<file path="src/rtl/upsampler_stream.sv">
// upsampler_stream: streaming integer upsampler with valid/ready on both sides.
// Each accepted sample produces R output beats. Beat 0 carries the sample and
// beats 1..R-1 carry zero (mode 0) or the held sample (mode 1). The ratio and
// mode are captured at acceptance, so changes mid-group have no effect.
// Optional feature macro: UPSAMPLER_GAIN_COMP_EN. When defined, zero-stuff
// beat 0 carries s_data * R, saturated to the signed DATA_W range.
module upsampler_stream #(
    parameter int DATA_W    = 8,
    parameter int MAX_RATIO = 16,
    parameter int RW        = $clog2(MAX_RATIO + 1)
) (
    input  logic              clock,
    input  logic              reset,
    input  logic [RW-1:0]     ratio,
    input  logic              mode,
    input  logic              s_valid,
    output logic              s_ready,
    input  logic [DATA_W-1:0] s_data,
    output logic              m_valid,
    input  logic              m_ready,
    output logic [DATA_W-1:0] m_data,
    output logic              m_first
);

    typedef enum logic {
        IDLE,
        EMIT
    } state_t;

    state_t              state_q, state_d;
    logic [RW-1:0]       phase_q, phase_d;
    logic [RW-1:0]       ratio_q, ratio_d;
    logic                mode_q, mode_d;
    logic [DATA_W-1:0]   sample_q, sample_d;
    logic [DATA_W-1:0]   m_data_q, m_data_d;
    logic                m_first_q, m_first_d;

    logic [RW-1:0]       eff_ratio;
    logic [DATA_W-1:0]   beat0_data;
    logic                last_beat;
    logic                in_xfer;
    logic                out_xfer;

    // Effective ratio: 0 behaves as 1, anything above MAX_RATIO is clamped.
    always_comb begin
        if (ratio == '0) begin
            eff_ratio = RW'(1);
        end else if (ratio > RW'(MAX_RATIO)) begin
            eff_ratio = RW'(MAX_RATIO);
        end else begin
            eff_ratio = ratio;
        end
    end

`ifdef UPSAMPLER_GAIN_COMP_EN
    localparam int PW = DATA_W + RW + 1;
    localparam logic signed [PW-1:0] SAT_MAX = $signed({{(RW + 2){1'b0}}, {(DATA_W - 1){1'b1}}});
    localparam logic signed [PW-1:0] SAT_MIN = $signed({{(RW + 2){1'b1}}, {(DATA_W - 1){1'b0}}});

    logic signed [PW-1:0] gain_prod;

    // Zero-stuff beat 0 is scaled by R to restore passband gain; hold mode passes through.
    always_comb begin
        gain_prod = $signed(s_data) * $signed({1'b0, eff_ratio});
        if (mode) begin
            beat0_data = s_data;
        end else if (gain_prod > SAT_MAX) begin
            beat0_data = {1'b0, {(DATA_W - 1){1'b1}}};
        end else if (gain_prod < SAT_MIN) begin
            beat0_data = {1'b1, {(DATA_W - 1){1'b0}}};
        end else begin
            beat0_data = gain_prod[DATA_W-1:0];
        end
    end
`else
    // Beat 0 carries the accepted sample unmodified.
    always_comb begin
        beat0_data = s_data;
    end
`endif

    assign last_beat = (phase_q == (ratio_q - RW'(1)));
    assign m_valid   = (state_q == EMIT);
    // Ready depends only on state, phase, m_ready and reset; never on s_valid.
    assign s_ready   = !reset && ((state_q == IDLE) || (last_beat && m_ready));
    assign in_xfer   = s_valid && s_ready;
    assign out_xfer  = m_valid && m_ready;
    assign m_data    = m_data_q;
    assign m_first   = m_first_q;

    // Next-state logic: load on acceptance, otherwise advance or retire the group.
    always_comb begin
        // NOTE: every variable gets its hold value first so no path leaves it
        // unassigned; an unassigned path would infer a latch.
        state_d   = state_q;
        phase_d   = phase_q;
        ratio_d   = ratio_q;
        mode_d    = mode_q;
        sample_d  = sample_q;
        m_data_d  = m_data_q;
        m_first_d = m_first_q;

        if (in_xfer) begin
            // Acceptance happens from IDLE or on the last beat; both reload a group.
            state_d   = EMIT;
            phase_d   = '0;
            ratio_d   = eff_ratio;
            mode_d    = mode;
            sample_d  = s_data;
            m_data_d  = beat0_data;
            m_first_d = 1'b1;
        end else if (out_xfer) begin
            if (last_beat) begin
                state_d   = IDLE;
                m_first_d = 1'b0;
            end else begin
                phase_d   = phase_q + RW'(1);
                m_first_d = 1'b0;
                m_data_d  = mode_q ? sample_q : '0;
            end
        end
    end

    // State registers with synchronous active-high reset.
    always_ff @(posedge clock) begin
        // NOTE: sequential state uses non-blocking assignments so every register
        // samples the pre-edge values regardless of statement order.
        if (reset) begin
            state_q   <= IDLE;
            phase_q   <= '0;
            ratio_q   <= RW'(1);
            mode_q    <= 1'b0;
            sample_q  <= '0;
            m_data_q  <= '0;
            m_first_q <= 1'b0;
        end else begin
            state_q   <= state_d;
            phase_q   <= phase_d;
            ratio_q   <= ratio_d;
            mode_q    <= mode_d;
            sample_q  <= sample_d;
            m_data_q  <= m_data_d;
            m_first_q <= m_first_d;
        end
    end

endmodule

</file>
<file path="config.mk">
export PLATFORM = sky130hd
export DESIGN_NAME = upsampler_stream
export DESIGN_NICKNAME = d
export VERILOG_FILES = /design/src/rtl/upsampler_stream.sv
export SDC_FILE = /design/constraint.sdc
export NUM_CORES = 1
export LEC_CHECK = 0
export BUFFER_PORTS_ARGS = -buffer_cell sky130_fd_sc_hd__buf_4
export CAP_MARGIN = 10
export CORE_MARGIN = 3
export CORE_UTILIZATION = 55
export CTS_BUF_LIST = sky130_fd_sc_hd__clkbuf_8
export CTS_CLUSTER_SIZE = 24
export DETAILED_ROUTE_END_ITERATION = 12
export GPL_ROUTABILITY_DRIVEN = 0
export GPL_TIMING_DRIVEN = 0
export PLACE_DENSITY = 0.8
export RECOVER_POWER = 25
export SYNTH_ARGS = -nofsm -noshare
export SYNTH_HDL_FRONTEND = slang
export SYNTH_SLANG_ARGS = --single-unit
</file>
<file path="constraint.sdc">
create_clock -name clock -period 5.5 [get_ports clock]
set_clock_uncertainty 0.2 [all_clocks]
set_input_delay 1.375 -clock clock [delete_from_list [all_inputs] [get_ports clock]]
set_output_delay 1.375 -clock clock [all_outputs]
set_load 0.03 [all_outputs]
</file>
Yosys cells after proc, flatten, opt, wreduce, memory -nomap -nowiden --
Index checks and enable logic that the tools add are counted.
Operators by class: add/sub/neg operators 2, magnitude comparators 1, equal/unequal tests 2, muxes and demuxes 11, bitwise operators 2, reductions and logical operators 13
Operator list (number):
- $mux 8 | 4
- $mux 5 | 2
- $reduce_and 2->1 | 3
- $add 5x1->5 const B | 1
- $eq 5x5->1 | 1
- $gt 5x5->1 const B | 1
- $logic_not 5->1 | 1
- $mux 1 | 5
- $sub 5x1->5 const B | 1
- $logic_and 1x1->1 | 4
- $reduce_bool 2->1 | 2
- $ne 2x1->1 const B | 1
- $not 1->1 | 2
- $reduce_or 2->1 | 1
- $logic_not 1->1 | 1
- $logic_or 1x1->1 | 1
Word-level totals: bits in registers 29, bits of input ports 18, output and inout port bits 11, logic and storage cells 38

Depth between registers and ports, before layout --
Gate-level depths: netlist of the first run.
word-level depth 8, gate-level depth with buffers 8, depth with buffers taken out 7

Least setup slack after synthesis of the first run --
No wires, ideal clock.
path kind in2out, start point in m_ready, end point out s_ready, arrival 2.296 ns, required time 3.925 ns, setup slack 1.629 ns, cell stages on the path 3, buffers on the path 0, cell sequence nand2b_1 > o31ai_4 > nor3_1
On the way: longest elaborated chain between the ends 3
Ends and longest elaborated chain:
- start, declared | RTL line 20 | input logic m_ready,
- $logic_and 1x1->1 | RTL line 85 | assign s_ready = !reset && ((state_q == IDLE) || (last_beat && m_ready));
- $logic_or 1x1->1 | RTL line 85
- $logic_and 1x1->1 | RTL line 85
- end, declared | RTL line 17 | output logic s_ready,
No other way between the ends.

Final worst setup path of the first run --
start point in reset, end point out s_ready
On the way: longest elaborated chain between the ends 2
Ends and longest elaborated chain:
- start, declared | RTL line 13 | input logic reset,
- $logic_not 1->1 | RTL line 85
- $logic_and 1x1->1 | RTL line 85
No other way between the ends.

==> summary.md, run 1 <==
| Metric | Value |
|---|---|
| Status | completed |
| Top_reg_cell synth | dfxtp_1 |
| Max Cap Viol | 0 |
| Setup Buffers After CTS | 0 |
| CP peak stage delay | 460 ps |
| Final period utilization | 0.736 |
| Total Power | 614 uW |
| Setup_tns | 0 ps |
| Register bit total from synthesis | 29 |
| Placement row count | 17 |
| Initial core utilization | 0.616 |
| Worst-Skew Late Latency | 280 ps |
| Syn Std Cell Area | 1440 sq um |
| Nets | 195 |
| RR Startpoint | ratio_q[0] |
| Fin util | 0.755 |
| Post-layout min period | 4050 ps |
| Core area | 2340 sq um |
| Clock Sinks | 29 |
| Cell family with most CP delay | buffers and inverters |
| Port bufs | 28 |
| Routed WL per cell | 16.9 um |
| # setup viols final | 0 |
| Final setup margin | 1450 ps |
| Pwr per Cell Area | 348 nW/um^2 |
| Slew Limit Fails | 0 |
| CP Max Fanout | 10 |
| F_max | 0.247 GHz |
| Slew @ Worst Pin | 1280 ps |
| CP dominant cell by count | clkbuf_1 |
| Drt via density | 6.18 |
| CTS tree | built |
| Critical path class | input port to output pin |
| DRC | 0 |
| Total global routing overflow | 0 |
| Clock root cell | clkbuf_8 |
| Initial DRC Count | 33 |
| CP Data Arrival Time | 2470 ps |
| Largest family of logic cells by synthesized area | compound AO/OA/AOI/OAI gates |
| RSZ-0062 raised after global routing | false |
| Clk slew on worst S/H paths | 60 ps |
| Vias in the first global route | 1276 |
| Simple logic cell fraction of the synthesized area | 0.174 |
| Synth Area in Adders | 0.0174 |
| H-tree Lvls | 2 |
| Post-route ant nets | 0 |
| Ys async rst share | 0 |
| Crit-path slowest cell | clkbuf_1 |
| Synth Area in Compound Gates | 0.313 |
| Crit path launch type | input port |
| Die width | 57.2 um |
| Post-cts gate resize count | 0 |
| Synth top area cells | dfxtp_1, a221o_1, a22o_1 |
| Avg Cell Area, Syn | 10.3 sq um |
| Crit end category | output pin |
| Routed wire length | 3460 um |
| Initial DRT Pass Iterations | 4 |
| Cell Chain, Critical Path | clkbuf_1 > clkbuf_1 > nor3_1 > buf_4 |
| Post-synthesis mux area share | 0.0208 |
| Synth top cells by count | dfxtp_1, nand2_1 |
| Filler cells | 183 |
| Most common cell in the synthesized netlist | dfxtp_1 |
| Gate count after technology mapping | 140 |
| Dpl hpwl | 2380 um |
| Synth-to-Final Area Change | 22.5% |
| Die Ht | 57.2 um |
| Post-synthesis xor/xnor area fraction | 0.0417 |
| Pleak | 0.000673 uW |
| Hold Crit Start | m_first |
| Antenna diode instance count | 0 |
| WHS | 253 ps |
| Setup WS pre-CTS | 1700 ps |
| Setup crit start | reset |
| Final Hold Viols | 0 |
| Normalized max-slew margin | 0.140 |
| TritonCTS buffer count | 5 |
| GR Util All Layers | 0.234 |
| CTS Hold Bufs | 0 |
| Worst-case clock buffer depth | 2 |
| Synthesized net count | 160 |
| Largest net degree at the start of global routing | 11 |
| Sequential share of the synthesized area | 0.403 |
| First-pass GRT wire length | 5960 um |
| Peak VDD IR | 350 uV |
| Yosys cell types | 43 |
| Post-synth top area share | 0.403 |
| Worst path required time | 3920 ps |
| Worst Path Buf+Inv | 3 |
| Via count | 1261 |
| Layout cells sized above 1 | 0.222 |
| Synth warnings | 0 |
| Initial antenna violation count | 0 |
| Hold crit path type | flip-flop to flip-flop |
| EDFF count, synth | 0 |
| Cell taking the most area after synthesis | dfxtp_1 |
| Die area | 3270 sq um |
| IO Pins | 29 |
sequential cells by signal, indices dropped and copies added, names as in the netlist:
register,cells
mode_q,1
sample_q,8
ratio_q,5
phase_q,5
m_data,8
m_valid,1
m_first,1
stage by stage:
| step | std cells | area [sq um] |
|---|---|---|
| floorplan | 140 | 1440 |
| global placement | 196 | 1690 |
| detailed placement | 196 | 1690 |
| CTS | 204 | 1800 |
| global route | 204 | 1770 |
| finish | 204 | 1770 |
layout make-up:
type	instances	area (sq um)	share of cell area
Multi-Input combinational cell	102	812	0.460
Sequential cell	29	581	0.329
Timing Repair Buffer	28	176	0.0999
Clock buffer	6	82.6	0.0468
Tap cell	28	35.0	0.0198
Clock inverter	2	33.8	0.0191
Buffer	4	26.3	0.0149
Inverter	5	18.8	0.0106
placed cells by master (no fill, tap or decap), types with 5 or more instances in the layout:
| cell | instances |
|---|---|
| nand2_1 | 9 |
| buf_4 | 20 |
| clkbuf_1 | 11 |
| a22o_1 | 8 |
| clkbuf_8 | 6 |
| o21ai_0 | 6 |
| nor2b_1 | 8 |
| dfxtp_1 | 29 |
| inv_1 | 5 |
| a221o_1 | 8 |
| a21oi_1 | 6 |
| a21boi_0 | 8 |
metal layers:
metal	vias to the layer above	track usage	routed length, um
li1	605	-	-
met1	610	0.294	1550
met2	40	0.385	1700
met3	6	0.0679	157
met4	0	0.0795	49
met5	-	0	0
worst paths after layout:
kind | to | cells after the start | slack, ps
worst max-delay path | s_ready | 4 | 1450
worst min-delay path | m_first | 2 | 250
worst max register to register | sample_q[4] | 7 | 2630
worst min register to register | m_first | 2 | 250
where the power goes:
group | leakage [uW] | internal (uW) | total (uW) | switching [uW]
sequential | 0.000237 | 228 | 240 | 12.3
combinational | 0.000373 | 57.0 | 145 | 88.0
clock | 0.0000626 | 146 | 228 | 82.8
total | 0.000673 | 431 | 614 | 183
cell families after synthesis:
| kind of cell | after synthesis |
|---|---|
| xor gates and xnor gates | 6 |
| muxes | 3 |
| adders and majority gates | 2 |
| buffers and inverters | 9 |
| DFF | 29 |
| and+or+nand+nor | 39 |
| AOI/OAI and AO/OA | 52 |
worst min-delay path: cells and delay by family (launching register included):
kind | cells | cell delay [ps]
DFF | 1 | 310
AOI/OAI and AO/OA | 1 | 50
and+or+nand+nor | 1 | 50
(Power assumes the default switching activity.)
==> run 2: changes to the inputs <==
- clock period: 5.5 -> 3.78 ns (I/O delays scaled with it)
==> run 2 against run 1 <==
Sequential share of layout area barely moved. Worst setup slack worse by 1000 ps. Clock power up 45%. Combinational power rose by 46%. Core utilization shrank 0.053 points. Die area unchanged. Wire length increased by 0.32%. Critical path type is now flip-flop to output pin. Critical endpoint unchanged. Largest cell class unchanged.
==> summary.md, run 2 (synthesized netlist as in run 1, its figures left out) <==
| Metric | Value |
|---|---|
| Status | completed |
| TritonCTS buffer count | 5 (unchanged) |
| Final period utilization | 0.889 |
| IO Pins | 29 (unchanged) |
| RR Endpoint | m_data[6] |
| Non-filler instance count after layout | 204 (unchanged) |
| RR Startpoint | ratio_q[0] |
| Post-layout min period | 3360 ps |
| Post-route ant nets | 0 (unchanged) |
| Routed wire length | 3470 um (+0.32%) |
| Placement row count | 17 (unchanged) |
| Via count | 1272 (+0.87%) |
| Initial DRT Pass Iterations | 4 (unchanged) |
| Largest net degree at the start of global routing | 11 (unchanged) |
| Worst-Skew Late Latency | 280 ps (about the same) |
| Die width | 57.2 um (unchanged) |
| First-pass GRT wire length | 5960 um (unchanged) |
| Final Hold Viols | 0 (unchanged) |
| Peak VDD IR | 512 uV (+46%) |
| Worst-case clock buffer depth | 2 (unchanged) |
| Cell depth of the worst flop-to-flop path | 8 (+1) |
| Hold Path Stages | 2 (unchanged) |
| Die Ht | 57.2 um (unchanged) |
| Post-cts gate resize count | 0 (unchanged) |
| Pleak | 0.000673 uW (about the same) |
| Clock root cell | clkbuf_8 |
| Cell Chain, Critical Path | inv_1 > ha_1 > o21ba_2 > a22oi_1 > o31ai_4 > nor3_1 > buf_4 |
| Hold crit path type | flip-flop to flip-flop |
| DRC | 0 (unchanged) |
| Fin util | 0.754 (about the same) |
| CP peak stage delay | 450 ps (about the same) |
| Leading cell type in the layout, fill and taps excluded | dfxtp_1 |
| Normalized max-slew margin | 0.533 (+0.393) |
| Setup_tns | 0 ps (unchanged) |
| Die area | 3270 sq um (unchanged) |
| Clock Sinks | 29 (unchanged) |
| Hold Crit Start | m_first |
| Port bufs | 28 (unchanged) |
| Core area | 2340 sq um (unchanged) |
| # setup viols final | 0 (unchanged) |
| H-tree Lvls | 2 (unchanged) |
| Synth-to-Final Area Change | 22.4% (about the same) |
| F_max | 0.298 GHz |
| Cells after DPL | 196 (unchanged) |
| CTS Hold Bufs | 0 (unchanged) |
| Pwr per Cell Area | 505 nW/um^2 (+45%) |
| Nets | 195 (unchanged) |
| Setup Buffers After CTS | 0 (unchanged) |
| GR Util All Layers | 0.234 (unchanged) |
| Most frequent cells in the layout | dfxtp_1, buf_4, clkbuf_1 |
| Total global routing overflow | 0 (unchanged) |
| Crit-path slowest cell | a22oi_1 |
| Worst path required time | 2630 ps (-1290 ps) |
| Setup slack, reg-to-reg | 1180 ps (-1450 ps) |
| Hold-critical path endpoint | m_first |
| Crit path launch type | flip-flop |
| Slew @ Worst Pin | 700 ps (-577 ps) |
| Vias in the first global route | 1276 (unchanged) |
| Critical path class | flip-flop to output pin |
| Initial antenna violation count | 0 (unchanged) |
| Antenna diode instance count | 0 (unchanged) |
| Slew Limit Fails | 0 (unchanged) |
| Drt via density | 6.24 (+0.87%) |
| Routed WL per cell | 17.0 um (+0.32%) |
| RSZ-0062 raised after global routing | false |
| Max Cap Viol | 0 (unchanged) |
| Initial DRC Count | 44 (+33%) |
| Dpl hpwl | 2380 um (unchanged) |
| CTS tree | built |
| Clk slew on worst S/H paths | 60 ps (about the same) |
| CP Max Fanout | 7 (-3) |
| CP Data Arrival Time | 2220 ps (-250 ps) |
| Crit end category | output pin |
| Layout cells sized above 1 | 0.222 (unchanged) |
| Initial core utilization | 0.616 (unchanged) |
[run 2: cell type report]
cell class	instances	area [sq um]
multi-input combinational	102	811
sequential	29	581
fill	182	576
timing repair buffer	28	176
clock buffer	6	82.6
tap	28	35.0
clock inverter	2	33.8
buffer	4	26.3
inverter	5	18.8
[run 2: routing by layer]
layer | vias up | part of all wire | wire length, um | track usage
met5 | - | 0 | 0 | 0
met4 | 0 | 0.011 | 38 | 0.0795
met3 | 4 | 0.051 | 177 | 0.0679
met2 | 38 | 0.49 | 1700 | 0.385
met1 | 620 | 0.45 | 1550 | 0.294
li1 | 610 | - | - | -
[run 2: metrics by stage]
stage          worst slack [ps]  instance area [sq um]  hold WS [ps]  total power [uW]
5_1_grt                     242                   1760           284               933
2_1_floorplan               675                   1440           247               506
6_report                    419                   1760           253               891
4_1_cts                     543                   1800           258               904
3_3_place_gp                831                   1690           245               567
3_5_place_dp                841                   1690           250               573
[run 2: worst max-delay path by stage]
stage                from       to  slack, ps  cells past startpoint
2_1_floorplan  ratio_q[0]  s_ready        670                      6
3_3_place_gp        reset  s_ready        830                      4
3_5_place_dp        reset  s_ready        840                      4
4_1_cts        ratio_q[0]  s_ready        540                      7
5_1_grt        ratio_q[0]  s_ready        240                      7
6_report       ratio_q[0]  s_ready        420                      7
[run 2: critical path, delay by kind of cell, from the launching register on]
kind,cells,cell delay (ps)
AOI/OAI and AO/OA,3,840
and+or+nand+nor,1,180
DFF,1,400
adders and majority gates,1,270
buffers and inverters,2,250
[run 2: power breakdown]
group | internal (uW) | leakage [uW] | switching (uW) | total [uW]
sequential | 332 | 0.000237 | 17.8 | 350
combinational | 82.1 | 0.000373 | 128 | 211
clock | 212 | 0.0000626 | 119 | 331
